## config.mk

```make
export PLATFORM = sky130hd
export DESIGN_NAME = rob_alloc_ctrl
export DESIGN_NICKNAME = d
export VERILOG_FILES = /design/src/rtl/rob_alloc_ctrl.sv
export SDC_FILE = /design/constraint.sdc
export NUM_CORES = 1
export LEC_CHECK = 0
export CORE_MARGIN = 3
export CORE_UTILIZATION = 50
export CTS_CLUSTER_DIAMETER = 50
export DETAILED_ROUTE_END_ITERATION = 16
export PLACE_DENSITY = 0.86
export SLEW_MARGIN = 20
export SYNTH_ARGS = -nofsm -noshare
export SYNTH_HDL_FRONTEND = slang
export SYNTH_SLANG_ARGS = --single-unit
```

## constraint.sdc

```tcl
create_clock -name clk -period 4.5 [get_ports clk]
set_input_delay 0.9 -clock clk [delete_from_list [all_inputs] [get_ports clk]]
set_output_delay 0.9 -clock clk [all_outputs]
set_load 0.01 [all_outputs]
```

## src/rtl/rob_alloc_ctrl.sv

```systemverilog
// Reorder-buffer allocation controller: grants up to two RRF entries per cycle,
// tracks the dispatch pointer and free-entry count, and rolls back on misprediction.
module rob_alloc_ctrl #(
  parameter int RRF_NUM = 64,
  parameter int RRF_SEL = 6
) (
  input  logic               clk,
  input  logic               reset,
  input  logic               req1,
  input  logic               req2,
  input  logic               stall_ext,
  input  logic [1:0]         comnum,
  input  logic               prmiss,
  input  logic [RRF_SEL-1:0] prmiss_ptr,
  output logic               dp1,
  output logic               dp2,
  output logic [RRF_SEL-1:0] dp1_addr,
  output logic [RRF_SEL-1:0] dp2_addr,
  output logic [RRF_SEL-1:0] dispatchptr,
  output logic [RRF_SEL:0]   rrf_freenum,
  output logic               allocatable,
  output logic               recovering
);

  localparam logic [0:0]         ST_RUN     = 1'b0;
  localparam logic [0:0]         ST_RECOVER = 1'b1;
  localparam logic [RRF_SEL:0]   FREE_MAX   = (RRF_SEL+1)'(RRF_NUM);
  localparam logic [RRF_SEL+1:0] FREE_MAX_W = (RRF_SEL+2)'(RRF_NUM);
  localparam logic [RRF_SEL-1:0] PTR_ONE    = (RRF_SEL)'(1);

  logic [0:0]         state;
  logic [1:0]         reqcnt;
  logic [1:0]         grantcnt;
  logic               go;
  logic [RRF_SEL-1:0] squash;
  logic [RRF_SEL+1:0] free_run;
  logic [RRF_SEL+1:0] free_miss;
  logic [RRF_SEL+1:0] used_cnt;

  // Grants are all-or-nothing against the registered free count; entries
  // committed this cycle only become allocatable next cycle.
  always_comb begin
    reqcnt      = {1'b0, req1} + {1'b0, req1 & req2};
    allocatable = (rrf_freenum >= {{(RRF_SEL-1){1'b0}}, reqcnt});
    go          = (state == ST_RUN) & ~prmiss & ~stall_ext & allocatable;
    dp1         = go & req1;
    dp2         = go & req1 & req2;
    grantcnt    = {1'b0, dp1} + {1'b0, dp2};
    squash      = dispatchptr - prmiss_ptr;
    free_run    = {1'b0, rrf_freenum} + {{RRF_SEL{1'b0}}, comnum}
                - {{RRF_SEL{1'b0}}, grantcnt};
    free_miss   = {1'b0, rrf_freenum} + {2'b00, squash};
    used_cnt    = FREE_MAX_W - {1'b0, rrf_freenum};
  end

  assign dp1_addr   = dispatchptr;
  assign dp2_addr   = dispatchptr + PTR_ONE;
  assign recovering = (state == ST_RECOVER);

  // Misprediction wins over grant and commit: the ROB holds comptr that cycle.
  always_ff @(posedge clk or posedge reset) begin
    if (reset) begin
      state       <= ST_RUN;
      dispatchptr <= '0;
      rrf_freenum <= FREE_MAX;
    end else if (prmiss) begin
      state       <= ST_RECOVER;
      dispatchptr <= prmiss_ptr;
      rrf_freenum <= free_miss[RRF_SEL:0];
    end else begin
      state       <= ST_RUN;
      dispatchptr <= dispatchptr + {{(RRF_SEL-2){1'b0}}, grantcnt};
      rrf_freenum <= free_run[RRF_SEL:0];
    end
  end

  a_req2_needs_req1: assert property (@(posedge clk) disable iff (reset) req2 |-> req1);
  a_free_bound:      assert property (@(posedge clk) disable iff (reset) rrf_freenum <= FREE_MAX);
  a_comnum_bound:    assert property (@(posedge clk) disable iff (reset)
                       {{RRF_SEL{1'b0}}, comnum} <= used_cnt);
  a_squash_bound:    assert property (@(posedge clk) disable iff (reset)
                       prmiss |-> ({2'b00, squash} <= used_cnt));
  a_next_free_bound: assert property (@(posedge clk) disable iff (reset)
                       (prmiss ? free_miss : free_run) <= FREE_MAX_W);

endmodule

```

==> flow_summary.yaml, run 1 <==
timing:
  final.setup_skew_ps: 11.4
  max-slew-margin-rel_pct: 59.3
  worst_pin_slew_ps: 610
  rsz0062_at_grt: "no"
  final-setup-viol-count: 0
  max_freq_mhz: 238
  slew_viol_final: 0
  fin_crit_sh_pct: 93.6
  finalSetupTns_ps: 0
  timing.hold.ws_ps: 683
  period_needed_ps: 4210
  hold_viol_final: 0
synthesis:
  ys_seq_elements: 14
  synth_seq_area_share_pct: 19.8
  synth.avg_cell_area_um2: 8.95
  synth_cell_types: 41
  syn-num-nets: 246
  syn_area_um2: 1770
  ys_warn_count: 0
  synthCells: 198
place:
  dp_hpwl_mm: 3.37
  portBuffers: 42
  place_congestion: 0.888
  placed_area_um2: 2230
  dp_cells: 279
setup_path:
  worstSetupStartpointType: "primary input"
  cp_num_buf_inv: 2
  crit_type: "primary input to register"
  cp_max_fo: 5
  required_ps: 4710
  cpMostUsedCell: "fa_1"
  worstSetupEndpointType: "register"
  crit_arrival_ps: 4420
  slowest_stage: "clkdlybuf4s50_1"
  cpPeakStageDelay_ps: 550
  path_delay_family: "adder cells"
  worstPathCellList: "clkdlybuf4s50_1 > nor2b_1 > ha_1 > and4b_1 > o21ai_1 > a31oi_2 > and2_1 > fa_1 > inv_1 > fa_1 > a211oi_2 > nor3_1 > mux2_4 > a2111oi_4"
clocking:
  clock_path_buffers: 2
  clk_latency_ps: 300
  cts_hold_buf: 0
  clk_pin_slew_ps: 100
  tritoncts: "yes"
  root_buffer: "clkbuf_4"
  cts_buffers: 3
  clock_sinks: 14
  cts_max_level: 1
global_routing:
  grt-busiest-layer: "met2"
  gr-total-overflow: 0
  antenna_found_initial: 0
  grt_usage_pct: 21.1
  met2_usage_pct: 36.8
  grt_max_degree: 32
  grt_pass1_wl_mm: 7.13
  met3_usage_pct: 4.27
  first_global_vias: 1557
  use_met1_pct: 27.6
floorplan:
  start_util_pct: 55.3
  die_height_um: 65.5
  rows: 20
  coreArea_um2: 3200
  die_w_um: 65.5
  fp.dieArea_um2: 4290
  io_pins: 43
route:
  wl_mm: 4.20
  drc_errors: 0
  drtAntennaViolNets: 0
  via_per_inst: 5.58
  vias: 1580
  first_iter_violations: 97
  dr.pass1.iters: 4
  wl_per_cell_um: 14.8
worst_hold_path:
  min_path_type: "register to register"
run:
  max_cap_violations: 0
cells_and_area:
  fin_cells: 283
  diodes: 0
  area_growth_pct: 27.7
  final_cell_area_um2: 2260
  final_nets: 288
  drive_gt1_share_pct: 8.37
power:
  switching_share_pct: 46.1
  switching_power_mw: 0.615
  p_int_mw: 0.720
  p_seq_share_pct: 17.5
  comb_power_share_pct: 75.2
  power_mw: 1.33
  p_clk_share_pct: 7.3
  power.leakage_nw: 1.01
  p_per_area_nw_per_um2: 590
  vdd_drop_max_v: 0.000469
run_status:
  run_status: "complete, no violations"
==> cell usage after synthesis <==
cell	n	area share, %
a2111oi_0	1	0.49
a2111oi_4	1	1.6
a211o_1	1	0.49
a211oi_1	6	2.5
a211oi_2	1	0.71
a21bo_2	1	0.56
a21o_1	4	1.7
a21oi_1	6	1.7
a31oi_1	2	0.71
a31oi_2	1	0.71
and2_1	2	0.71
and3b_1	2	0.99
and4b_1	1	0.56
buf_2	2	0.56
buf_4	6	2.5
clkbuf_1	3	0.64
dfrtp_1	13	18
dfstp_2	1	1.5
fa_1	5	5.6
ha_1	29	20
inv_1	22	4.7
mux2_2	4	2.5
mux2_4	1	0.85
nand2_1	11	2.3
nand3_1	5	1.4
nand3b_1	1	0.42
nand4b_1	1	0.49
nor2_1	5	1.1
nor2b_1	6	2.1
nor3_1	7	2.0
nor4b_1	3	1.5
o2111a_1	1	0.64
o21a_1	1	0.42
o21ai_0	17	4.8
o21bai_1	2	0.85
o22ai_1	2	0.71
o31ai_1	3	1.3
or3_1	1	0.35
or4b_1	1	0.56
xnor2_1	8	4.0
xor2_1	8	4.0
==> layer usage <==
metal  vias to the layer above  wire (um)
li1                        783          -
met1                       758       1900
met2                        37       2090
met3                         2        176
met4                         0         26
met5                         -          0
==> metrics by stage <==
step | setup slack, ps | utilization (%)
2_1_floorplan | 447 | -
3_3_place_gp | 8.36 | 69.5
3_5_place_dp | -107 | 69.5
4_1_cts | 191 | 70.6
5_1_grt | 93.8 | 70.6
6_report | 290 | 70.6
==> power by group through the flow <==
stage	sequential, mW	combinational, mW	clock [mW]
after floorplan	0.236	0.693	0
after global placement	0.235	0.958	0
after detailed placement	0.235	0.994	0
after CTS	0.233	1.00	0.0975
after global routing	0.245	1.12	0.103
final	0.233	1.00	0.0971
==> repair_timing <==
item | 4_1_cts | 5_1_grt
endpoints found under the hold margin | 0 | 0
setup endpoints to repair | 0 | 2
setup buffers | 0 | 0
gates resized for setup | 0 | 1
==> path summary, 6_finish.rpt <==
check | from | end | slack, ps | cells after the start
setup / recovery | req2 | rrf_freenum[6] | 290 | 14
hold / removal | rrf_freenum[0] | rrf_freenum[0] | 680 | 2
setup reg to reg | rrf_freenum[6] | rrf_freenum[6] | 930 | 13
hold reg to reg | rrf_freenum[0] | rrf_freenum[0] | 680 | 2
max in group asynchronous | reset | dispatchptr[1] | 3130 | 2
min in group asynchronous | reset | dispatchptr[4] | 960 | 2
==> sequential cells by signal, summed over array words and instances, names as in the netlist <==
name / count
dispatchptr: 6
recovering: 1
rrf_freenum: 7
==> area by class of cell <==
cell class                 instances  area, um2
multi-input combinational        151       1270
inverter                          22       82.6
sequential                        14        352
timing repair buffer              48        465
fill                             274        941
tap                               44       55.1
clock buffer                       4       36.3
==> layout by cell type, fill, tap and decap left out, types with 2 or more instances in the layout <==
master           instances
o21bai_1                 2
nor4b_1                  3
xor2_1                   8
clkbuf_4                 3
a21o_1                   4
nand3_1                  5
xnor2_1                  8
a211oi_1                 6
dfrtp_1                 13
nor2_1                   5
nor2b_1                  6
inv_1                   22
mux2_2                   4
nand2_1                 11
o21ai_0                 16
and3b_1                  2
ha_1                    29
o22ai_1                  2
and2_1                   2
buf_4                    6
a21oi_1                  6
o31ai_1                  3
nor3_1                   7
a31oi_1                  2
clkdlybuf4s50_1         42
fa_1                     5
==> cells by family after synthesis <==
logic type | count (synthesis) | share of synthesized area [%]
xor gates and xnor gates | 16 | 7.91
muxes | 5 | 3.39
buffers and inverters | 33 | 8.40
DFF | 14 | 19.8
AOI/OAI and AO/OA | 50 | 19.8
adders and majority gates | 34 | 26.1
and+or+nand+nor | 46 | 14.5
==> worst register-to-register path: stages (launching register included) <==
cell and delay (ps):
dfstp_2 600, inv_1 90, ha_1 200, and3b_1 170, o21ai_1 190, a31oi_2 130
and2_1 200, fa_1 510, inv_1 70, fa_1 450, a211oi_2 190, nor3_1 90
mux2_4 320, a2111oi_4 270
No activity file was read; power rests on OpenSTA's default activity.
==> run 2: changes to the inputs <==
--- a/config.mk
+++ b/config.mk
@@ -5,6 +5,7 @@
 export SDC_FILE = /design/constraint.sdc
 export NUM_CORES = 1
 export LEC_CHECK = 0
+export CORE_ASPECT_RATIO = 2
 export CORE_MARGIN = 3
 export CORE_UTILIZATION = 50
 export CTS_CLUSTER_DIAMETER = 50
==> constraint.sdc (replaced) <==
create_clock -name clk -period 4.5 [get_ports clk]
set_input_delay 0.9 -clock clk [delete_from_list [all_inputs] [get_ports clk]]
set_output_delay 0.9 -clock clk [all_outputs]
set_load 0.1 [all_outputs]
==> run 2 against run 1 <==
  * First-iteration DRC count shrank 81%
  * Sequential share of layout area down 0.066 points
  * Non-clock buffer count down 1
  * Register-to-register slack lost 50 ps
  * Routed wire length is 8.5% higher
  * Via count is 1.1% higher
  * Critical path depth did not move
==> flow_summary.yaml, run 2 (synthesis gave the netlist of run 1 again) <==
run_status:
  run_status: "complete, no violations"
global_routing:
  grt_usage_pct: 22.9
  gr-total-overflow: 0
  antenna_found_initial: 0
  grt_pass1_wl_mm: 7.21
  first_global_vias: 1611
  grt_max_degree: 32
setup_path:
  cp_num_buf_inv: 2
  reg2reg_from: "rrf_freenum[6]"
  worstPathCellList: "clkdlybuf4s50_1 > nor2b_1 > ha_1 > and4b_1 > o21ai_2 > a31oi_4 > and2_4 > fa_1 > inv_1 > fa_1 > a211oi_2 > nor3_2 > mux2_4 > a2111oi_4"
  slowest_stage: "fa_1"
  cpPeakStageDelay_ps: 500
  path_delay_family: "adder cells"
  worstSetupEndpointType: "register"
  cp_max_fo: 3
  worstSetupStartpointType: "primary input"
  rrSetupSlack_ps: 880
  crit_arrival_ps: 4440
  r2r-end: "rrf_freenum[6]"
  cpMostUsedCell: "fa_1"
  required_ps: 4650
  reg2reg_depth: 13
  crit_type: "primary input to register"
timing:
  hold_viol_final: 0
  layout_setup_ws_ps: 212
  period_needed_ps: 4290
  slew_viol_final: 0
  fin_crit_sh_pct: 95.3
  final-setup-viol-count: 0
  worst_pin_slew_ps: 972
  max_freq_mhz: 233
  rsz0062_at_grt: "no"
  final.setup_skew_ps: 1.70
  max-slew-margin-rel_pct: 35.0
clocking:
  clock_path_buffers: 2
  clk_pin_slew_ps: 60
  cts_hold_buf: 0
  clk_latency_ps: 250
  root_buffer: "clkbuf_8"
  tritoncts: "yes"
  post_cts_buffers: 0
  clock_sinks: 14
  cts_buffers: 3
  cts_max_level: 1
worst_hold_path:
  min_path_type: "register to register"
  holdPathEnd: "rrf_freenum[0]"
  min_path_cells: 2
  min-delay-start: "rrf_freenum[0]"
place:
  portBuffers: 42
  place_ws_ps: -107
  dp_hpwl_mm: 3.68
  place_congestion: 0.854
route:
  dr.pass1.iters: 5
  vias: 1598
  wl_mm: 4.55
  wl_per_cell_um: 15.9
  first_iter_violations: 18
  drtAntennaViolNets: 0
  drc_errors: 0
  via_per_inst: 5.59
cells_and_area:
  mostFrequentLayoutCell: "clkdlybuf4s50_1"
  final_cell_mix: "clkdlybuf4s50_1, ha_1, inv_1, o21ai_0, nand2_1"
  diodes: 0
  largest-register: "rrf_freenum"
  drive_gt1_share_pct: 12.2
  final_nets: 287
  fillerInstances: 267
  area_growth_pct: 30.5
  largest_reg_flops: 7
floorplan:
  io_pins: 43
  coreArea_um2: 3420
  fp.dieArea_um2: 4340
  start_util_pct: 51.9
  die_w_um: 48.1
  die_height_um: 90.2
  rows: 30
run:
  max_cap_violations: 0
==> run 2: how the worst max path moves through the flow <==
stage / endpoint / start / cells after the start
floorplan: rrf_freenum[6] / rrf_freenum[1] / 12
global placement: rrf_freenum[6] / req1 / 14
detailed placement: rrf_freenum[6] / req1 / 14
CTS: rrf_freenum[6] / req1 / 14
global route: rrf_freenum[6] / req1 / 14
finish: rrf_freenum[6] / req1 / 14
==> run 2: layout make-up <==
class | count | area, um2 | area share (%)
multi-input cells | 151 | 1290 | 55.8
repair buffers | 47 | 475 | 20.6
flip-flops and latches | 14 | 358 | 15.5
inverters | 22 | 82.6 | 3.57
well taps | 48 | 60.1 | 2.60
clock buffers | 4 | 45.0 | 1.95
==> run 2: metrics by stage <==
stage / util [%] / cell area, um2 / hold slack, ps / setup TNS (ps) / instances
2_1_floorplan: - / 1790 / 788 / 0 / 198
3_3_place_gp: 66.3 / 2260 / 630 / 0 / 282
3_5_place_dp: 66.3 / 2260 / 642 / -107 / 282
4_1_cts: 67.6 / 2310 / 656 / 0 / 286
5_1_grt: 67.7 / 2310 / 686 / 0 / 286
6_report: 67.7 / 2310 / 653 / 0 / 286
==> run 2: metal layers <==
layer	track usage, %	wire length, um	vias up
met5	0	0	-
met3	1.40	135	10
li1	-	-	777
met4	8.76	96	0
met1	22.9	1650	770
met2	43.4	2670	41
==> run 2: timing repair <==
| action | 4_1_cts | 5_1_grt |
|---|---|---|
| gates resized for setup | 0 | 1 |
| endpoints found under the setup margin | 0 | 1 |
| hold endpoints to repair | 0 | 0 |
==> run 2: tightest hold or removal path: cells and delay by family (launching register included) <==
family,cells,cell delay (ps)
muxes,1,130
DFF,1,370
adders and majority gates,1,120
Power of run 2 is not shown: default switching activity piles up to over one toggle a cycle in this logic, so the estimate is an artifact.
